`config.mk`:
```
export PLATFORM = sky130hd
export DESIGN_NAME = latch_cmp_sar_ctrl_flat
export DESIGN_NICKNAME = d
export VERILOG_FILES = /design/src/rtl/latch_cmp_sar_ctrl_if.sv /design/src/rtl/latch_cmp_sar_ctrl.sv /design/src/flat_wrapper.sv
export SDC_FILE = /design/constraint.sdc
export NUM_CORES = 1
export LEC_CHECK = 0
export CORE_MARGIN = 4
export CORE_UTILIZATION = 50
export CTS_CLUSTER_DIAMETER = 60
export DETAILED_ROUTE_END_ITERATION = 8
export MAX_ROUTING_LAYER = met4
export PLACE_DENSITY = 0.82
export RECOVER_POWER = 100
export SLEW_MARGIN = 20
export SYNTH_ARGS = -nofsm -noshare
export SYNTH_HDL_FRONTEND = slang
export SYNTH_SLANG_ARGS = --single-unit
```
`constraint.sdc`:
```
create_clock -name clk -period 2.17 [get_ports clk]
set_clock_uncertainty 0.05 [all_clocks]
set_input_delay 0.434 -clock clk [delete_from_list [all_inputs] [get_ports clk]]
set_output_delay 0.434 -clock clk [all_outputs]
set_load 0.05 [all_outputs]
```
`src/rtl/latch_cmp_sar_ctrl_if.sv`:
```
// Bus between the SAR controller and its analog front end (R-2R DAC and latch comparator).
// The controller takes the master modport. The comparator/DAC side or a bench takes the slave modport.
interface latch_cmp_sar_ctrl_if #(
  parameter int WIDTH = 8
);
  logic             start;
  logic             cmp_in;
  logic [WIDTH-1:0] dac_code;
  logic             cmp_en;
  logic             busy;
  logic             done;
  logic [WIDTH-1:0] result;

  modport master (
    input  start,
    input  cmp_in,
    output dac_code,
    output cmp_en,
    output busy,
    output done,
    output result
  );

  modport slave (
    output start,
    output cmp_in,
    input  dac_code,
    input  cmp_en,
    input  busy,
    input  done,
    input  result
  );
endinterface

```
`src/rtl/latch_cmp_sar_ctrl.sv`:
```
// Successive-approximation controller for the latch comparator tile.
// It walks the trial code down from the MSB and drives each trial code to the external R-2R DAC.
// After a settling window it keeps or clears each bit from the comparator decision.
// The finished code is published on result together with a one-cycle done pulse.
//
// Build option LATCH_CMP_SYNC_EN: when defined, cmp_in passes through a two-flop synchronizer.
// Each bit's settling window then grows by two cycles. Define it whenever the comparator output
// is not clocked by clk. When undefined, cmp_in is used directly in the decide cycle.
module latch_cmp_sar_ctrl #(
  parameter int WIDTH  = 8,
  parameter int SETTLE = 2
) (
  input logic                  clk,
  input logic                  rst_n,
  latch_cmp_sar_ctrl_if.master bus
);

`ifdef LATCH_CMP_SYNC_EN
  localparam int SYNC_LAT = 2;
`else
  localparam int SYNC_LAT = 0;
`endif

  // Cycles spent in SETTLE per bit: DAC settling plus synchronizer latency
  localparam int WAIT_CYC = SETTLE + SYNC_LAT;
  localparam int CNT_W    = $clog2(WAIT_CYC + 1);
  localparam int IDX_W    = $clog2(WIDTH);

  localparam logic [WIDTH-1:0] ONE_HOT_LSB = WIDTH'(1);
  localparam logic [WIDTH-1:0] MSB_CODE    = ONE_HOT_LSB << (WIDTH - 1);
  localparam logic [IDX_W-1:0] MSB_IDX     = IDX_W'(WIDTH - 1);
  localparam logic [CNT_W-1:0] WAIT_LAST   = CNT_W'(WAIT_CYC - 1);

  typedef enum logic [1:0] {
    ST_IDLE,
    ST_SETTLE,
    ST_DECIDE,
    ST_DONE
  } state_t;

  state_t           state;
  logic [IDX_W-1:0] bit_idx;
  logic [CNT_W-1:0] wait_cnt;
  logic [WIDTH-1:0] dac_q;
  logic [WIDTH-1:0] result_q;
  logic             cmp_en_q;
  logic             busy_q;
  logic             done_q;

  logic             cmp_bit;
  logic [WIDTH-1:0] trial_mask;
  logic [WIDTH-1:0] kept_code;
  logic [WIDTH-1:0] next_trial;

`ifdef LATCH_CMP_SYNC_EN
  logic sync_q1;
  logic sync_q2;

  // Two-flop synchronizer that brings the asynchronous comparator decision into the clk domain
  always_ff @(posedge clk or negedge rst_n) begin
    if (!rst_n) begin
      sync_q1 <= 1'b0;
      sync_q2 <= 1'b0;
    end else begin
      sync_q1 <= bus.cmp_in;
      sync_q2 <= sync_q1;
    end
  end

  assign cmp_bit = sync_q2;
`else
  assign cmp_bit = bus.cmp_in;
`endif

  // Decide-cycle arithmetic: drop the bit under trial if the comparator says Vin is below it,
  // then put the next lower bit on trial
  always_comb begin
    trial_mask = ONE_HOT_LSB << bit_idx;
    kept_code  = cmp_bit ? dac_q : (dac_q & ~trial_mask);
    next_trial = kept_code | (trial_mask >> 1);
  end

  // Conversion sequencer; every output is registered so the DAC pins never glitch
  always_ff @(posedge clk or negedge rst_n) begin
    if (!rst_n) begin
      state    <= ST_IDLE;
      bit_idx  <= '0;
      wait_cnt <= '0;
      dac_q    <= '0;
      result_q <= '0;
      cmp_en_q <= 1'b0;
      busy_q   <= 1'b0;
      done_q   <= 1'b0;
    end else begin
      done_q <= 1'b0;
      case (state)
        ST_IDLE: begin
          if (bus.start) begin
            state    <= ST_SETTLE;
            dac_q    <= MSB_CODE;
            bit_idx  <= MSB_IDX;
            wait_cnt <= '0;
            busy_q   <= 1'b1;
            cmp_en_q <= 1'b1;
          end
        end

        ST_SETTLE: begin
          wait_cnt <= wait_cnt + CNT_W'(1);
          if (wait_cnt == WAIT_LAST) begin
            state <= ST_DECIDE;
          end
        end

        ST_DECIDE: begin
          if (bit_idx != '0) begin
            dac_q    <= next_trial;
            bit_idx  <= bit_idx - IDX_W'(1);
            wait_cnt <= '0;
            state    <= ST_SETTLE;
          end else begin
            dac_q    <= kept_code;
            busy_q   <= 1'b0;
            cmp_en_q <= 1'b0;
            state    <= ST_DONE;
          end
        end

        ST_DONE: begin
          result_q <= dac_q;
          done_q   <= 1'b1;
          state    <= ST_IDLE;
        end

        default: begin
          state    <= ST_IDLE;
          busy_q   <= 1'b0;
          cmp_en_q <= 1'b0;
        end
      endcase
    end
  end

  assign bus.dac_code = dac_q;
  assign bus.result   = result_q;
  assign bus.cmp_en   = cmp_en_q;
  assign bus.busy     = busy_q;
  assign bus.done     = done_q;

endmodule

```
`src/flat_wrapper.sv`:
```
// flat-port wrapper written by rule: the top's interface ports become plain ports
module latch_cmp_sar_ctrl_flat 
#(
  parameter int WIDTH  = 8,
  parameter int SETTLE = 2
)
  (clk, rst_n, bus_start, bus_cmp_in, bus_dac_code, bus_cmp_en, bus_busy, bus_done, bus_result);
  latch_cmp_sar_ctrl_if #(.WIDTH(WIDTH)) bus_i ();
  input logic clk;
  input logic rst_n;
  input wire logic [$bits(bus_i.start)-1:0] bus_start;
  input wire logic [$bits(bus_i.cmp_in)-1:0] bus_cmp_in;
  output wire logic [$bits(bus_i.dac_code)-1:0] bus_dac_code;
  output wire logic [$bits(bus_i.cmp_en)-1:0] bus_cmp_en;
  output wire logic [$bits(bus_i.busy)-1:0] bus_busy;
  output wire logic [$bits(bus_i.done)-1:0] bus_done;
  output wire logic [$bits(bus_i.result)-1:0] bus_result;
  assign bus_i.start = bus_start;
  assign bus_i.cmp_in = bus_cmp_in;
  assign bus_dac_code = bus_i.dac_code;
  assign bus_cmp_en = bus_i.cmp_en;
  assign bus_busy = bus_i.busy;
  assign bus_done = bus_i.done;
  assign bus_result = bus_i.result;
  latch_cmp_sar_ctrl #(.WIDTH(WIDTH), .SETTLE(SETTLE)) u_core (.clk(clk), .rst_n(rst_n), .bus(bus_i));
endmodule
```
==> results.cfg <==
[floorplan]
ioPinCount = 23
fp.dieH_um = 57.9
core_um2 = 2300
initial_core_util = 0.542
row_count = 17
die_area_um2 = 3360
die_w_um = 57.9

[yosys]
synth-seq-area-share = 0.502
synth_edf_count = 0
synth_ff_type = dfrtp_1
synth-seq-cells = 25
synth-xor-area-share = 0
synth_compound_area_frac = 0.119
yosys.area_share.simple = 0.182
syn_area_per_cell_um2 = 11.4
syn-cell-area_um2 = 1250
synth_top_family_by_area = simple AND/OR/NAND/NOR gates
synthCells = 109
synth_warnings = 0
ys_types = 30
syn-num-nets = 119
synth_fa_ha_area_frac = 0.0602
async_reset_ff_frac = 1.00
synthMuxAreaShare = 0.0803

[run]
drv_cap = 0

[min_path]
hold_class = reg2reg
min_to = u_core.bus.result[3]
hp-start = u_core.bus.result[3]
min_path_cells = 1

[power]
sw_frac_of_total = 0.442
vdd_drop_max_mv = 0.730
total_power_mw = 1.73
p_sw_mw = 0.766
p_leak_nw = 0.693
power_frac_comb = 0.458
internal-power_mw = 0.966
powerDensity_nw_per_um2 = 1170
clkPwrFrac = 0.114
seq_power_share = 0.428

[drt]
drc = 0
vias_per_cell = 5.67
drtPass1Iterations = 4
drtAntennaViolNets = 0
met2_length_mm = 1.24
drt_wl_total_mm = 2.39
top_layer = met4
wl_met1_um = 985
dr_wl_met3_um = 112
wl_per_cell_um = 15.1
vias = 896
drt_iter0_drc = 15

[clock_tree]
cts_max_level = 1
numCtsBuffers = 3
post_cts_buffers = 0
cts-root-buf = clkbuf_4
path_clk_slew_ns = 0.12
post_cts_resized = 0
cts_tree = built
ctsLongestPathBuffers = 2
clock_sinks = 25
holdBufCountCts = 0
insertion_delay_ns = 0.30

[placed_design]
placedCellCount = 154
io_buffers = 22
place_congestion = 0.878
dp_hpwl_mm = 1.77
place_ws_ns = 0.269

[timing]
setup_viol_count_final = 0
tns_ns = 0
timing.fmax_ghz = 0.484
layout_min_cycle_time_ns = 2.07
worstMarginPinSlew_ns = 1.35
drv_slew = 0
relSlewSlack = 0.101
period_share = 0.952
hold_viol = 0
rsz0062_at_grt = no
worst_slack_ns = 0.104

[worst_setup_path]
crit_arrival_ns = 1.58
cp_top_family = buffers and inverters
worstReg2RegStart = u_core.bit_idx[0]
start_kind = flip-flop
path_cells = dlygate4sd3_1
reg2reg_to = u_core.bit_idx[2]
critPathBufInv = 1
ff2ff_setup_slack_ns = 0.45
end_kind = primary output
r2r_cells = 5
crit_required_ns = 1.69
cpPeakStageDelay_ns = 0.88
path_class = reg2out
cp_max_fo = 3
crit_slowest_cell = dlygate4sd3_1

[grt]
grt_pass1_vias = 897
antenna_found_initial = 0
grt_first_pass_wirelength_mm = 3.91
grt_usage = 0.156
grt_max_degree = 26
grt-ovfl-total = 0

[finish]
final_layout_size_suffix_gt1_frac = 0.108
fill_cells = 185
final_cell_count_no_fill = 158
syn_to_final_growth_pct = 19.2
nNetsFinal = 141
utilization = 0.647
antenna_cells = 0

[outcome]
status = finished, final reports clean
[power groups by stage]
stage	registers (mW)	clock network [mW]	logic, mW
CTS	0.747	0.205	0.826
floorplan	0.907	0	0.445
detailed placement	0.758	0	0.824
global placement	0.745	0	0.800
global route	0.762	0.230	0.851
finish	0.742	0.197	0.793
[cell usage after synthesis, types with 3 or more instances]
library cell  instances  area share
inv_1                 6       0.018
o21ai_0               3       0.012
dfrtp_1              25        0.50
a32o_1                6       0.048
ha_1                  6       0.060
nor2_1                6       0.018
mux2_2                8       0.072
a21oi_1               5       0.020
nand2b_1              3       0.015
nand2_1              12       0.036
[per-layer routing]
layer,GRT usage,up-vias
met5,-,-
met4,0.0861,0
met3,0.0267,6
met2,0.271,25
met1,0.168,436
li1,-,429
[worst max path at each step]
stage | start | to | slack [ns] | cells after the start
final | u_core.bus.dac_code[1] | bus_dac_code[1] | 0.10 | 1
after global routing | u_core.bus.dac_code[6] | bus_dac_code[6] | 0.03 | 1
after CTS | u_core.bus.dac_code[0] | bus_dac_code[0] | 0.12 | 1
after detailed placement | bus_start | u_core.bus.dac_code[1] | 0.27 | 3
after global placement | bus_start | u_core.bus.dac_code[1] | 0.30 | 3
after floorplan | u_core.state[1] | u_core.bus.dac_code[1] | 0.78 | 4
[final cells by class]
cell class,instances,area [um2],area share
repair buffers,24,231,0.156
flip-flops and latches,25,626,0.421
inverters,6,22.5,0.0152
well taps,28,35.0,0.0236
clock buffers,4,26.3,0.0177
multi-input cells,71,544,0.366
[stage by stage]
step / area (um2) / hold slack (ns)
floorplan: 1250 / 0.0884
CTS: 1500 / 0.436
global placement: 1470 / 0.437
finish: 1490 / 0.462
detailed placement: 1470 / 0.443
global route: 1490 / 0.486
[state kept, by name (all words and copies together), names as in the netlist]
| name | flops |
|---|---|
| u_core.bus.done | 1 |
| u_core.bus.dac_code | 8 |
| u_core.bus.cmp_en | 1 |
| u_core.bus.result | 8 |
| u_core.wait_cnt | 2 |
| u_core.state | 2 |
| u_core.bit_idx | 3 |
[layout by cell type (no fill, tap or decap), types with 2 or more instances in the layout]
cell type	n
nand2b_1	3
nand4bb_1	2
clkbuf_4	3
inv_1	6
clkbuf_1	2
nor3b_1	2
clkdlybuf4s50_1	4
dfrtp_1	25
o21ai_0	4
nor2_1	6
a21oi_1	5
a32o_1	6
nand3b_1	2
dlygate4sd3_1	18
nor2b_1	2
mux2_2	8
ha_1	6
nand2_1	12
o2bb2ai_1	2
[kinds of logic (layout without fill, tap and decap cells)]
family,count (synthesis),in the layout
AND/OR/NAND/NOR,36,36
flip-flops,25,25
AO/OA/AOI/OAI,20,20
buffers and inverters,13,34
multiplexers,9,9
adder cells (fa/ha/maj),6,6
(Power assumes the default switching activity.)
